===== config.mk =====
export PLATFORM = sky130hd
export DESIGN_NAME = decode_stage_flat
export DESIGN_NICKNAME = d
export VERILOG_FILES = /design/src/rtl/cpu_defs_pkg.sv /design/src/rtl/decode_stage_if.sv /design/src/rtl/fwd_mux.sv /design/src/rtl/decode_stage.sv /design/src/flat_wrapper.sv
export SDC_FILE = /design/constraint.sdc
export NUM_CORES = 1
export LEC_CHECK = 0
export ABC_AREA = 1
export ABC_CLOCK_PERIOD_IN_PS = 6700
export CAP_MARGIN = 0
export CORE_AREA = 4 4 163 165
export CTS_CLUSTER_DIAMETER = 150
export DETAILED_ROUTE_END_ITERATION = 12
export DIE_AREA = 0 0 167 169
export GPL_TIMING_DRIVEN = 0
export PLACE_DENSITY = 0.74
export SKIP_CTS_REPAIR_TIMING = 1
export SLEW_MARGIN = 0
export SYNTH_ARGS = -nofsm -noshare
export SYNTH_HDL_FRONTEND = slang
export SYNTH_HIERARCHICAL = 1
export SYNTH_SLANG_ARGS = --single-unit

===== constraint.sdc =====
create_clock -name clk -period 6.7 [get_ports clk]
set_clock_uncertainty 0.2 [all_clocks]
set_input_delay 2.01 -clock clk [delete_from_list [all_inputs] [get_ports clk]]
set_output_delay 2.01 -clock clk [all_outputs]
set_load 0.02 [all_outputs]

===== src/rtl/cpu_defs_pkg.sv =====
// MIPS decode constants, redirect-kind and immediate-extension enums.
// Pure definitions: no latency, no flow control.
package cpu_defs_pkg;

  localparam logic [5:0] OP_SPECIAL = 6'h00;
  localparam logic [5:0] OP_REGIMM  = 6'h01;
  localparam logic [5:0] OP_J       = 6'h02;
  localparam logic [5:0] OP_JAL     = 6'h03;
  localparam logic [5:0] OP_BEQ     = 6'h04;
  localparam logic [5:0] OP_BNE     = 6'h05;
  localparam logic [5:0] OP_BLEZ    = 6'h06;
  localparam logic [5:0] OP_BGTZ    = 6'h07;
  localparam logic [5:0] OP_ANDI    = 6'h0c;
  localparam logic [5:0] OP_ORI     = 6'h0d;
  localparam logic [5:0] OP_XORI    = 6'h0e;
  localparam logic [5:0] OP_LUI     = 6'h0f;

  localparam logic [5:0] FN_JR   = 6'h08;
  localparam logic [5:0] FN_JALR = 6'h09;

  localparam logic [4:0] RT_BLTZ   = 5'h00;
  localparam logic [4:0] RT_BGEZ   = 5'h01;
  localparam logic [4:0] RT_BLTZAL = 5'h10;
  localparam logic [4:0] RT_BGEZAL = 5'h11;

  localparam logic [31:0] ERET_INSTR = 32'h4200_0018;

  typedef enum logic [2:0] {NPC_NONE, NPC_BR, NPC_J, NPC_JR, NPC_ERET} npc_kind_e;
  typedef enum logic [1:0] {EXT_SIGN, EXT_ZERO, EXT_LUI} ext_op_e;

  function automatic ext_op_e ext_op_of(input logic [5:0] op);
    case (op)
      OP_ANDI, OP_ORI, OP_XORI: return EXT_ZERO;
      OP_LUI:                   return EXT_LUI;
      default:                  return EXT_SIGN;
    endcase
  endfunction

endpackage


===== src/rtl/decode_stage_if.sv =====
// Fetch/hazard/CP0 <-> decode bundle; master drives the decode inputs.
// No handshake: stall/flush from the hazard unit are the only backpressure.
interface decode_stage_if #(
  parameter int XLEN = 32,
  parameter int NFWD = 2,
  parameter int SELW = $clog2(NFWD + 1)
);
  logic                 if_valid;
  logic [31:0]          if_instr;
  logic [XLEN-1:0]      if_pc;
  logic                 stall;
  logic                 flush;
  logic [XLEN-1:0]      rf_rd1;
  logic [XLEN-1:0]      rf_rd2;
  logic [NFWD*XLEN-1:0] fwd_data;
  logic [SELW-1:0]      fwd_sel_rs;
  logic [SELW-1:0]      fwd_sel_rt;
  logic [XLEN-1:0]      epc;

  logic [31:0]          id_instr;
  logic [XLEN-1:0]      id_pc;
  logic                 id_valid;
  logic                 id_bd;
  logic [XLEN-1:0]      rs_val;
  logic [XLEN-1:0]      rt_val;
  logic [XLEN-1:0]      ext_imm;
  logic [XLEN-1:0]      npc;
  logic                 pc_sel;
  logic                 exl_clr;

  modport master (
    output if_valid, if_instr, if_pc, stall, flush, rf_rd1, rf_rd2,
           fwd_data, fwd_sel_rs, fwd_sel_rt, epc,
    input  id_instr, id_pc, id_valid, id_bd, rs_val, rt_val, ext_imm,
           npc, pc_sel, exl_clr
  );

  modport slave (
    input  if_valid, if_instr, if_pc, stall, flush, rf_rd1, rf_rd2,
           fwd_data, fwd_sel_rs, fwd_sel_rt, epc,
    output id_instr, id_pc, id_valid, id_bd, rs_val, rt_val, ext_imm,
           npc, pc_sel, exl_clr
  );
endinterface


===== src/rtl/fwd_mux.sv =====
// Operand forwarding mux: sel 0 or out-of-range picks the RF value, k picks source k-1.
// Combinational, no backpressure.
module fwd_mux #(
  parameter int XLEN = 32,
  parameter int NFWD = 2,
  parameter int SELW = $clog2(NFWD + 1)
) (
  input  logic [SELW-1:0]      sel,
  input  logic [XLEN-1:0]      rf,
  input  logic [NFWD*XLEN-1:0] fwd,
  output logic [XLEN-1:0]      dout
);

  always_comb begin
    dout = rf;
    for (int k = 1; k <= NFWD; k++) begin
      if (sel == SELW'(k)) dout = fwd[(k-1)*XLEN +: XLEN];
    end
  end

endmodule


===== src/rtl/decode_stage.sv =====
// MIPS D stage: IF/ID register, forwarding, branch compare, next-PC and delay-slot tracking.
// IF/ID latency 1; decode outputs combinational; held by stall, emptied by flush.
module decode_stage
  import cpu_defs_pkg::*;
#(
  parameter int XLEN       = 32,
  parameter int NFWD       = 2,
  parameter int DELAY_SLOT = 1,
  parameter int SELW       = $clog2(NFWD + 1)
) (
  input logic           clk,
  input logic           reset,
  decode_stage_if.slave bus
);

  localparam logic DS = (DELAY_SLOT != 0);

  logic [31:0]     instr_q;
  logic [XLEN-1:0] pc_q;
  logic            valid_q;
  logic            bd_q;

  logic [XLEN-1:0] rs_val;
  logic [XLEN-1:0] rt_val;
  logic [XLEN-1:0] pc4;
  logic [XLEN-1:0] br_off;
  logic [5:0]      op;
  logic [5:0]      funct;
  logic [4:0]      rt;
  logic [15:0]     imm;
  logic [25:0]     idx;
  logic            rs_neg;
  logic            rs_zero;
  logic            rs_eq_rt;
  npc_kind_e       kind;
  logic            taken;
  logic            is_bj;
  logic            link_squash;
  logic            pc_sel;
  logic            kill;

  assign op    = instr_q[31:26];
  assign idx   = instr_q[25:0];
  assign rt    = instr_q[20:16];
  assign imm   = instr_q[15:0];
  assign funct = instr_q[5:0];

  fwd_mux #(.XLEN(XLEN), .NFWD(NFWD), .SELW(SELW)) u_fwd_rs (
    .sel  (bus.fwd_sel_rs),
    .rf   (bus.rf_rd1),
    .fwd  (bus.fwd_data),
    .dout (rs_val)
  );

  fwd_mux #(.XLEN(XLEN), .NFWD(NFWD), .SELW(SELW)) u_fwd_rt (
    .sel  (bus.fwd_sel_rt),
    .rf   (bus.rf_rd2),
    .fwd  (bus.fwd_data),
    .dout (rt_val)
  );

  // Signed compares reduce to sign bit and zero test of rs.
  assign rs_neg   = rs_val[XLEN-1];
  assign rs_zero  = (rs_val == '0);
  assign rs_eq_rt = (rs_val == rt_val);

  always_comb begin
    kind        = NPC_NONE;
    taken       = 1'b0;
    is_bj       = 1'b0;
    link_squash = 1'b0;
    case (op)
      OP_SPECIAL: begin
        if (funct == FN_JR || funct == FN_JALR) begin
          kind  = NPC_JR;
          taken = 1'b1;
          is_bj = 1'b1;
        end
      end
      OP_REGIMM: begin
        case (rt)
          RT_BLTZ, RT_BLTZAL: begin
            kind  = NPC_BR;
            is_bj = 1'b1;
            taken = rs_neg;
          end
          RT_BGEZ, RT_BGEZAL: begin
            kind  = NPC_BR;
            is_bj = 1'b1;
            taken = ~rs_neg;
          end
          default: ;
        endcase
        link_squash = (rt == RT_BLTZAL || rt == RT_BGEZAL) && !taken;
      end
      OP_J, OP_JAL: begin
        kind  = NPC_J;
        taken = 1'b1;
        is_bj = 1'b1;
      end
      OP_BEQ: begin kind = NPC_BR; is_bj = 1'b1; taken = rs_eq_rt;            end
      OP_BNE: begin kind = NPC_BR; is_bj = 1'b1; taken = ~rs_eq_rt;           end
      OP_BLEZ: begin kind = NPC_BR; is_bj = 1'b1; taken = rs_neg | rs_zero;   end
      OP_BGTZ: begin kind = NPC_BR; is_bj = 1'b1; taken = ~(rs_neg | rs_zero); end
      default: begin
        if (instr_q == ERET_INSTR) begin
          kind  = NPC_ERET;
          taken = 1'b1;
        end
      end
    endcase
  end

  assign pc4    = pc_q + XLEN'(4);
  assign br_off = XLEN'($signed({imm, 2'b00}));

  always_comb begin
    case (kind)
      NPC_BR:   bus.npc = pc4 + br_off;
      NPC_J:    bus.npc = {pc_q[XLEN-1:28], idx, 2'b00};
      NPC_JR:   bus.npc = rs_val;
      NPC_ERET: bus.npc = bus.epc;
      default:  bus.npc = pc4;
    endcase
  end

  always_comb begin
    case (ext_op_of(op))
      EXT_ZERO: bus.ext_imm = XLEN'(imm);
      EXT_LUI:  bus.ext_imm = XLEN'($signed({imm, 16'h0000}));
      default:  bus.ext_imm = XLEN'($signed(imm));
    endcase
  end

  assign pc_sel = valid_q & ~bus.stall & taken;
  // eret never has a delay slot, so its fall-through is dropped in both modes.
  assign kill   = pc_sel & (~DS | (kind == NPC_ERET));

  always_ff @(posedge clk or negedge reset) begin
    if (!reset) begin
      instr_q <= '0;
      pc_q    <= '0;
      valid_q <= 1'b0;
      bd_q    <= 1'b0;
    end else if (bus.flush) begin
      instr_q <= '0;
      valid_q <= 1'b0;
      bd_q    <= 1'b0;
    end else if (!bus.stall) begin
      pc_q <= bus.if_pc;
      if (kill) begin
        instr_q <= '0;
        valid_q <= 1'b0;
        bd_q    <= 1'b0;
      end else begin
        instr_q <= bus.if_instr;
        valid_q <= bus.if_valid;
        bd_q    <= DS & valid_q & is_bj;
      end
    end
  end

  assign bus.id_instr = (valid_q && !link_squash) ? instr_q : 32'h0;
  assign bus.id_pc    = pc_q;
  assign bus.id_valid = valid_q;
  assign bus.id_bd    = bd_q;
  assign bus.rs_val   = rs_val;
  assign bus.rt_val   = rt_val;
  assign bus.pc_sel   = pc_sel;
  assign bus.exl_clr  = valid_q & (instr_q == ERET_INSTR);

endmodule

===== src/flat_wrapper.sv =====
// flat-port wrapper written by rule: the top's interface ports become plain ports
module decode_stage_flat import cpu_defs_pkg::*;
#(
  parameter int XLEN       = 32,
  parameter int NFWD       = 2,
  parameter int DELAY_SLOT = 1,
  parameter int SELW       = $clog2(NFWD + 1)
)
  (clk, reset, bus_if_valid, bus_if_instr, bus_if_pc, bus_stall, bus_flush, bus_rf_rd1, bus_rf_rd2, bus_fwd_data, bus_fwd_sel_rs, bus_fwd_sel_rt, bus_epc, bus_id_instr, bus_id_pc, bus_id_valid, bus_id_bd, bus_rs_val, bus_rt_val, bus_ext_imm, bus_npc, bus_pc_sel, bus_exl_clr);
  decode_stage_if #(.XLEN(XLEN), .NFWD(NFWD), .SELW(SELW)) bus_i ();
  input logic clk;
  input logic reset;
  input wire logic [$bits(bus_i.if_valid)-1:0] bus_if_valid;
  input wire logic [$bits(bus_i.if_instr)-1:0] bus_if_instr;
  input wire logic [$bits(bus_i.if_pc)-1:0] bus_if_pc;
  input wire logic [$bits(bus_i.stall)-1:0] bus_stall;
  input wire logic [$bits(bus_i.flush)-1:0] bus_flush;
  input wire logic [$bits(bus_i.rf_rd1)-1:0] bus_rf_rd1;
  input wire logic [$bits(bus_i.rf_rd2)-1:0] bus_rf_rd2;
  input wire logic [$bits(bus_i.fwd_data)-1:0] bus_fwd_data;
  input wire logic [$bits(bus_i.fwd_sel_rs)-1:0] bus_fwd_sel_rs;
  input wire logic [$bits(bus_i.fwd_sel_rt)-1:0] bus_fwd_sel_rt;
  input wire logic [$bits(bus_i.epc)-1:0] bus_epc;
  output wire logic [$bits(bus_i.id_instr)-1:0] bus_id_instr;
  output wire logic [$bits(bus_i.id_pc)-1:0] bus_id_pc;
  output wire logic [$bits(bus_i.id_valid)-1:0] bus_id_valid;
  output wire logic [$bits(bus_i.id_bd)-1:0] bus_id_bd;
  output wire logic [$bits(bus_i.rs_val)-1:0] bus_rs_val;
  output wire logic [$bits(bus_i.rt_val)-1:0] bus_rt_val;
  output wire logic [$bits(bus_i.ext_imm)-1:0] bus_ext_imm;
  output wire logic [$bits(bus_i.npc)-1:0] bus_npc;
  output wire logic [$bits(bus_i.pc_sel)-1:0] bus_pc_sel;
  output wire logic [$bits(bus_i.exl_clr)-1:0] bus_exl_clr;
  assign bus_i.if_valid = bus_if_valid;
  assign bus_i.if_instr = bus_if_instr;
  assign bus_i.if_pc = bus_if_pc;
  assign bus_i.stall = bus_stall;
  assign bus_i.flush = bus_flush;
  assign bus_i.rf_rd1 = bus_rf_rd1;
  assign bus_i.rf_rd2 = bus_rf_rd2;
  assign bus_i.fwd_data = bus_fwd_data;
  assign bus_i.fwd_sel_rs = bus_fwd_sel_rs;
  assign bus_i.fwd_sel_rt = bus_fwd_sel_rt;
  assign bus_i.epc = bus_epc;
  assign bus_id_instr = bus_i.id_instr;
  assign bus_id_pc = bus_i.id_pc;
  assign bus_id_valid = bus_i.id_valid;
  assign bus_id_bd = bus_i.id_bd;
  assign bus_rs_val = bus_i.rs_val;
  assign bus_rt_val = bus_i.rt_val;
  assign bus_ext_imm = bus_i.ext_imm;
  assign bus_npc = bus_i.npc;
  assign bus_pc_sel = bus_i.pc_sel;
  assign bus_exl_clr = bus_i.exl_clr;
  decode_stage #(.XLEN(XLEN), .NFWD(NFWD), .DELAY_SLOT(DELAY_SLOT), .SELW(SELW)) u_core (.clk(clk), .reset(reset), .bus(bus_i));
endmodule

==> results of run 1 <==
## critical path, stage by stage
cell             delay, ns
clkdlybuf4s50_1       0.51
inv_1                 0.05
nand2_1               0.06
nand3_1               0.07
nand2_2               0.18
xor2_2                0.26
o31ai_4               0.13
buf_4                 0.21
nor2_1                0.20
clkdlybuf4s50_1       0.65
## path summary, 6_finish.rpt
kind	startpoint	to	slack (ns)	cells past startpoint
hold / removal	u_core/bus.id_bd	u_core/bus.id_bd	0.35	2
min in group asynchronous	reset	u_core/bus.id_pc[16]	1.57	1
setup / recovery	bus_rf_rd1[31]	bus_id_instr[8]	0.15	10
hold reg to reg	u_core/bus.id_bd	u_core/bus.id_bd	0.35	2
setup reg to reg	u_core/instr_q[15]	u_core/instr_q[1]	3.94	11
max in group asynchronous	reset	u_core/bus.id_pc[3]	4.11	1
## routing by layer
| layer | wire length, um | GRT usage |
|---|---|---|
| met5 | 27 | 0 |
| met4 | 2180 | 0.142 |
| met3 | 5000 | 0.0567 |
| met2 | 25200 | 0.613 |
| met1 | 21000 | 0.457 |
## cell families after synthesis
| group | after synthesis |
|---|---|
| flip-flops | 66 |
| AO/OA/AOI/OAI | 147 |
| XOR/XNOR | 49 |
| AND/OR/NAND/NOR | 1100 |
| buffers and inverters | 387 |
| multiplexers | 16 |
| adder cells (fa/ha/maj) | 38 |
## stage by stage
step | std cells | area, um2 | utilization
final | 2583 | 15200 | 0.606
after global routing | 2583 | 15200 | 0.606
after CTS | 2575 | 15000 | 0.599
after detailed placement | 2559 | 14700 | 0.586
after global placement | 2559 | 14700 | 0.586
after floorplan | 1803 | 9990 | -
## state kept, by name (all words and copies together), names as in the netlist
signal and flops:
u_core/bus.id_pc 32, u_core/instr_q 32, u_core/bus.id_bd 1, u_core/bus.id_valid 1
## synth_stat cells (6+ instances only)
library cell,number
o21bai_1,7
nand3_1,295
o31ai_1,17
nand2_1,527
mux2_2,16
dfrtp_1,66
xor2_1,27
clkbuf_1,28
or2_2,19
a21oi_1,38
buf_6,9
buf_4,16
buf_2,17
inv_2,6
inv_1,307
nand4_1,29
nand2_4,6
and2_1,6
o21ai_0,72
ha_1,37
nand3b_1,9
xnor2_1,22
nor3_1,20
nor2_1,176
## final cells by class
type / instances / area (um2)
Clock inverter: 6 / 88.8
Clock buffer: 10 / 239
Antenna cell: 7 / 17.5
Fill cell: 2452 / 9850
Timing Repair Buffer: 427 / 4280
Multi-Input combinational cell: 1350 / 6850
Inverter: 317 / 1200
Tap cell: 330 / 413
Buffer: 70 / 447
Sequential cell: 66 / 1660
## power by group through the flow
stage               clock [mW]  combinational [mW]  sequential [mW]
floorplan                    0               0.692            0.518
global placement             0                1.36            0.515
detailed placement           0                1.37            0.515
CTS                      0.520                1.37            0.509
global route             0.537                1.50            0.517
finish                   0.518                1.40            0.513
## layout by cell type (no fill, tap or decap), types with 5 or more instances in the layout
master	count
inv_1	306
nand2_2	6
a21oi_1	38
o31ai_1	16
nor2_1	169
nand3_1	292
nand3b_1	9
xor2_1	23
xnor2_1	20
clkbuf_16	9
nand4_1	29
o21ai_1	6
nand2_4	7
buf_6	12
buf_2	12
o21ai_0	70
clkbuf_1	25
nand2_1	521
buf_4	19
nor2_2	10
and2_1	6
diode_2	7
dlymetal6s2s_1	5
inv_2	7
ha_1	37
mux2_2	16
o21bai_1	7
or2_2	19
dfrtp_1	63
nor3_1	19
clkdlybuf4s50_1	419
a22oi_1	5
==> flow_metrics.tcl, run 1 <==
set metrics [dict create \
    status "completed" \
    drive_gt1_frac 0.0677 \
    synth_nets 2074 \
    p_leak_nw 7.52 \
    synthAdderAreaFrac 0.0484 \
    wl_per_cell_um 20.7 \
    gp_congestion 1.05 \
    grt_antenna_before_repair 9 \
    rsz0062_at_grt "false" \
    synth_compound_area_frac 0.0824 \
    numCtsBuffers 9 \
    crit_type "in2out" \
    synth_async_sr_flop_share 1.00 \
    post-place-ws_ns -0.686 \
    hold_violations 0 \
    pwr-share-comb 0.576 \
    grt_pass1_vias 13500 \
    critPathMaxFanout 10 \
    required_ns 4.49 \
    die_w_um 167 \
    p_total_mw 2.43 \
    fp.dieArea_um2 28200 \
    cts_sinks 66 \
    synth-simple-area-share 0.481 \
    yosys.area.top_type "nand2_1" \
    grtUsageTotal 0.360 \
    p_switching_mw 1.08 \
    p_per_area_nw_per_um2 160 \
    dr.pass1.iters 8 \
    grt_max_degree 67 \
    routed_wl_um 53500 \
    synth_ff_type "dfrtp_1" \
    crit_path_end_kind "primary output" \
    worstMarginPinSlew_ns 0.941 \
    synth_xor_area_frac 0.0430 \
    fin_crit_sh 0.978 \
    grt_pass1_wl_um 79900 \
    cts_max_path_buffers 2 \
    clk_pin_slew_worst_paths_ns 0.06 \
    critical_path_arrival_ns 4.34 \
    setup_tns_ns 0 \
    drt_iter0_drc 1601 \
    start_util 0.399 \
    rows 58 \
    clk_latency_ns 0.33 \
    yosys.area.top_type_share 0.198 \
    hp-class "reg2reg" \
    dpl.hpwl_um 45100 \
    fin_ws_ns 0.147 \
    drv_cap 0 \
    drc 0 \
    drt-vias-per-instance 5.43 \
    synth_cell_types 37 \
    slew_headroom 0.367 \
    overflow 0 \
    intPower_mw 1.36 \
    coreArea_um2 25000 \
    yosysWarnings 6 \
    ir_drop_v 0.000145 \
    synth.mux.area_fraction 0.0180 \
    netlist_area_um2 9990 \
    die_h_um 169 \
    synth_seq_cells 66 \
    port-buffer-count 426 \
    vias 14000 \
    synth_edf_count 0 \
    clock_power_share 0.213 \
    seq_area_frac_synth 0.165 \
    seqPwrFrac 0.211 \
    holdWs_ns 0.351 \
    synth_top_family_by_area "simple AND/OR/NAND/NOR gates" \
    switching_share 0.442 \
    areaGrowthSynthToFinish_pct 52.0 \
    pin_count 429 \
    syn_inst 1803 \
    ctsHtreeMaxLevel 3 \
    layout.nets 2512 \
    final_antenna_net_count 0 \
    synth_area_leaders "nand2_1 (20%), dfrtp_1 (17%), nand3_1 (15%), inv_1 (12%), nor2_1 (6.6%)" \
    crit_path_start_kind "primary input" \
    syn_avg_cell_area_um2 5.54 \
    finalSetupViolCount 0 \
    fin_crit_ns 6.55 \
    slew_violations 0 \
    fmax_mhz 153 \
    cts_tree "built" \
    clockRootBuffer "clkbuf_16" \
]
No activity file was read; power rests on OpenSTA's default activity.
==> run 2: changes to the inputs <==
- GPL_ROUTABILITY_DRIVEN: not set -> 1
- SETUP_SLACK_MARGIN: not set -> 0.02
==> flow_metrics.tcl, run 2 (synthesis results as in run 1) <==
set metrics [dict create \
    crit_type "in2out" \
    clockRootBuffer "clkbuf_16" \
    cts_max_path_buffers 2 \
    final_antenna_net_count 0 \
    dpl.hpwl_um 45100 \
    drt_iter0_drc 1596 \
    overflow 0 \
    drt-vias-per-instance 5.42 \
    cts_sinks 66 \
    holdWs_ns 0.347 \
    slew_headroom 0.341 \
    die_h_um 169 \
    p_leak_nw 7.53 \
    hold_end "u_core/bus.id_bd" \
    crit_path_start_kind "primary input" \
    fp.dieArea_um2 28200 \
    hp-class "reg2reg" \
    die_w_um 167 \
    clk_latency_ns 0.33 \
    reg2reg_setup_slack_ns 3.95 \
    rsz0062_at_grt "false" \
    start_util 0.399 \
    grt_max_degree 67 \
    areaGrowthSynthToFinish_pct 52.1 \
    numCtsBuffers 9 \
    intPower_mw 1.36 \
    finalSetupViolCount 0 \
    fin_ws_ns 0.151 \
    clk_pin_slew_worst_paths_ns 0.06 \
    cts_tree "built" \
    drc 0 \
    slew_violations 0 \
    wl_per_cell_um 20.6 \
    grt_antenna_before_repair 9 \
    seqPwrFrac 0.211 \
    rows 58 \
    ctsHtreeMaxLevel 3 \
    grt_pass1_vias 13500 \
    fmax_mhz 153 \
    port-buffer-count 426 \
    p_per_area_nw_per_um2 160 \
    vias 14000 \
    post-place-ws_ns -0.686 \
    pin_count 429 \
    final_common_cell "nand2_1" \
    layout.nets 2512 \
    critical_path_arrival_ns 4.34 \
    crit_path_end_kind "primary output" \
    fin_crit_sh 0.977 \
    grt_pass1_wl_um 79900 \
    worst-r2r-cell-count 11 \
    layout_common_cells "nand2_1 (521), clkdlybuf4s50_1 (418), inv_1 (306)" \
    hold_depth 2 \
    hold_violations 0 \
    p_switching_mw 1.08 \
    drv_cap 0 \
    gp_congestion 1.05 \
    critPathMaxFanout 10 \
    coreArea_um2 25000 \
    timing.rr.end "u_core/instr_q[1]" \
    required_ns 4.49 \
    p_total_mw 2.43 \
    pwr-share-comb 0.576 \
    drive_gt1_frac 0.0686 \
    status "completed" \
    holdCritStartpoint "u_core/bus.id_bd" \
    dr.pass1.iters 8 \
    switching_share 0.442 \
    worstMarginPinSlew_ns 0.979 \
    ir_drop_v 0.000145 \
    r2r_start "u_core/instr_q[15]" \
    fin_crit_ns 6.55 \
    grtUsageTotal 0.360 \
    clock_power_share 0.213 \
    routed_wl_um 53300 \
]
==> run 2: worst max-delay path by stage <==
stage / start / endpoint / slack (ns) / depth (start not counted)
floorplan: bus_fwd_sel_rs[0] / bus_id_instr[0] / 0.83 / 10
global placement: bus_fwd_sel_rs[1] / bus_pc_sel / -0.67 / 18
detailed placement: bus_fwd_sel_rs[1] / bus_id_instr[4] / -0.69 / 11
CTS: bus_fwd_sel_rs[1] / bus_id_instr[6] / -0.72 / 11
global route: u_core/bus.id_pc[2] / bus_npc[24] / 0.05 / 18
finish: bus_rf_rd1[31] / bus_id_instr[6] / 0.15 / 10
==> run 2: stage by stage <==
stage / instances / area, um2 / util / TNS [ns]
after global placement: 2559 / 14700 / 0.586 / -16.61
after floorplan: 1803 / 9990 / - / 0
after detailed placement: 2559 / 14700 / 0.586 / -17.96
after global routing: 2583 / 15200 / 0.607 / 0
after CTS: 2575 / 15000 / 0.599 / -19.18
final: 2583 / 15200 / 0.607 / 0
==> run 2: final cells by class <==
cell class	instances	area (um2)
antenna	7	17.5
clock inverter	6	88.8
inverter	317	1200
multi-input combinational	1350	6850
tap	330	413
timing repair buffer	427	4280
sequential	66	1660
buffer	70	447
fill	2452	9850
clock buffer	10	239
==> run 2: metal layers <==
| metal | global-route usage | up-vias | part of all wire |
|---|---|---|---|
| li1 | - | 6580 | - |
| met1 | 0.457 | 6445 | 0.39 |
| met2 | 0.613 | 832 | 0.47 |
| met3 | 0.0567 | 127 | 0.093 |
| met4 | 0.142 | 4 | 0.043 |
| met5 | 0 | - | 0.00051 |
==> run 2: power by group through the flow <==
stage	registers [mW]	clock network [mW]	logic, mW
after floorplan	0.518	0	0.692
final	0.513	0.519	1.40
after CTS	0.509	0.520	1.37
after detailed placement	0.515	0	1.37
after global placement	0.515	0	1.36
after global routing	0.517	0.537	1.50
==> run 2: worst max-delay path, stage by stage <==
cell	delay (ns)
clkdlybuf4s50_1	0.51
inv_1	0.05
nand2_1	0.06
nand3_1	0.07
nand2_2	0.18
xor2_2	0.26
o31ai_4	0.12
buf_4	0.20
nor2_1	0.20
clkdlybuf4s50_1	0.65
==> run 3: changes to the inputs <==
- PLACE_DENSITY: 0.74 -> 0.76
==> flow_metrics.tcl, run 3 (synthesis results as in run 1) <==
set metrics [dict create \
    critPathMaxFanout 10 \
    p_leak_nw 7.70 \
    final_common_cell "nand2_1" \
    clockRootBuffer "clkbuf_16" \
    cts_max_path_buffers 2 \
    layout_common_cells "nand2_1 (511), clkdlybuf4s50_1 (408), inv_1 (307)" \
    clk_pin_slew_worst_paths_ns 0.06 \
    fin_crit_ns 6.52 \
    slew_violations 0 \
    pin_count 429 \
    ir_drop_v 0.000170 \
    start_util 0.399 \
    timing.rr.end "u_core/instr_q[27]" \
    routed_wl_um 53700 \
    cts_tree "built" \
    holdCritStartpoint "u_core/bus.id_bd" \
    regArea_um2 1660 \
    fp.dieArea_um2 28200 \
    final_antenna_net_count 0 \
    grt_max_degree 67 \
    ctsHtreeMaxLevel 3 \
    rows 58 \
    layout.nets 2512 \
    dpl.hpwl_um 45300 \
    reg2reg_setup_slack_ns 3.93 \
    drt-vias-per-instance 5.42 \
    worst-r2r-cell-count 11 \
    overflow 0 \
    required_ns 4.49 \
    gp_congestion 1.00 \
    crit_type "in2out" \
    clk_latency_ns 0.32 \
    slew_headroom 0.347 \
    worstMarginPinSlew_ns 0.979 \
    fill_cells 2463 \
    hold_depth 2 \
    fin_crit_sh 0.973 \
    critical_path_arrival_ns 4.31 \
    vias 14000 \
    finalSetupViolCount 0 \
    crit_path_end_kind "primary output" \
    die_h_um 169 \
    post-place-ws_ns -0.681 \
    drv_cap 0 \
    crit_path_start_kind "primary input" \
    wl_per_cell_um 20.8 \
    p_per_area_nw_per_um2 160 \
    grt_pass1_vias 13400 \
    drive_gt1_frac 0.0717 \
    grt_antenna_before_repair 3 \
    die_w_um 167 \
    fin_ws_ns 0.178 \
    fmax_mhz 153 \
    rsz0062_at_grt "true" \
    final_cell_area_um2 15200 \
    cts_sinks 66 \
    hold_violations 0 \
    areaGrowthSynthToFinish_pct 52.5 \
    hp-class "reg2reg" \
    numCtsBuffers 9 \
    coreArea_um2 25000 \
    hold_end "u_core/bus.id_bd" \
    grtUsageTotal 0.362 \
    port-buffer-count 426 \
    dr.pass1.iters 8 \
    multi_input_area_um2 6860 \
    placed_cell_area_um2 14700 \
    drt_iter0_drc 1417 \
    status "completed" \
    grt_pass1_wl_um 80300 \
    drc 0 \
    r2r_start "u_core/instr_q[15]" \
]
## run 3: per-stage QoR
stage / instances / utilization / hold WS (ns) / total power, mW / setup TNS, ns
after floorplan: 1803 / - / 0.342 / 1.21 / 0
after global placement: 2559 / 0.586 / 0.303 / 1.88 / -18.49
after detailed placement: 2559 / 0.586 / 0.328 / 1.88 / -19.06
after CTS: 2575 / 0.599 / 0.342 / 2.40 / -19.79
after global routing: 2579 / 0.608 / 0.389 / 2.55 / -0.0149
final: 2580 / 0.608 / 0.347 / 2.43 / 0
## run 3: how the worst max path moves through the flow
stage | from | end | slack [ns]
2_1_floorplan | bus_fwd_sel_rs[0] | bus_id_instr[0] | 0.83
3_3_place_gp | bus_fwd_sel_rs[1] | bus_id_instr[16] | -0.66
3_5_place_dp | bus_fwd_sel_rs[1] | bus_id_instr[16] | -0.68
4_1_cts | bus_fwd_sel_rs[1] | bus_id_instr[16] | -0.70
5_1_grt | u_core/bus.id_pc[2] | bus_npc[30] | -0.01
6_report | bus_fwd_data[31] | bus_id_instr[20] | 0.18
## run 3: final cells by class
class / count / share of cell area
clock buffer: 10 / 0.0157
timing repair buffer: 427 / 0.283
buffer: 70 / 0.0298
multi-input combinational: 1350 / 0.450
antenna: 4 / 0.000658
inverter: 317 / 0.0788
sequential: 66 / 0.109
tap: 330 / 0.0271
clock inverter: 6 / 0.00584
## run 3: routing by layer
layer / GRT usage / routed length [um] / share of wire
met1: 0.464 / 21200 / 0.40
met2: 0.616 / 25200 / 0.47
met3: 0.0659 / 5320 / 0.099
met4: 0.123 / 1920 / 0.036
met5: 0 / 0 / 0
## run 3: critical path: stages
cell and delay [ns]:
clkdlybuf4s50_1 0.43, inv_1 0.07, nand3_1 0.07, nand3_1 0.12, nand2_2 0.15, xor2_2 0.20
o31ai_4 0.37, buf_4 0.25, nor2_1 0.07, clkdlybuf4s50_1 0.56
## run 3: where the power goes
part | internal, mW | total (mW) | leakage (nW) | switching [mW]
Sequential | 0.438 | 0.514 | 0.832 | 0.0763
Clock | 0.336 | 0.510 | 0.155 | 0.174
Combinational | 0.584 | 1.41 | 6.71 | 0.822
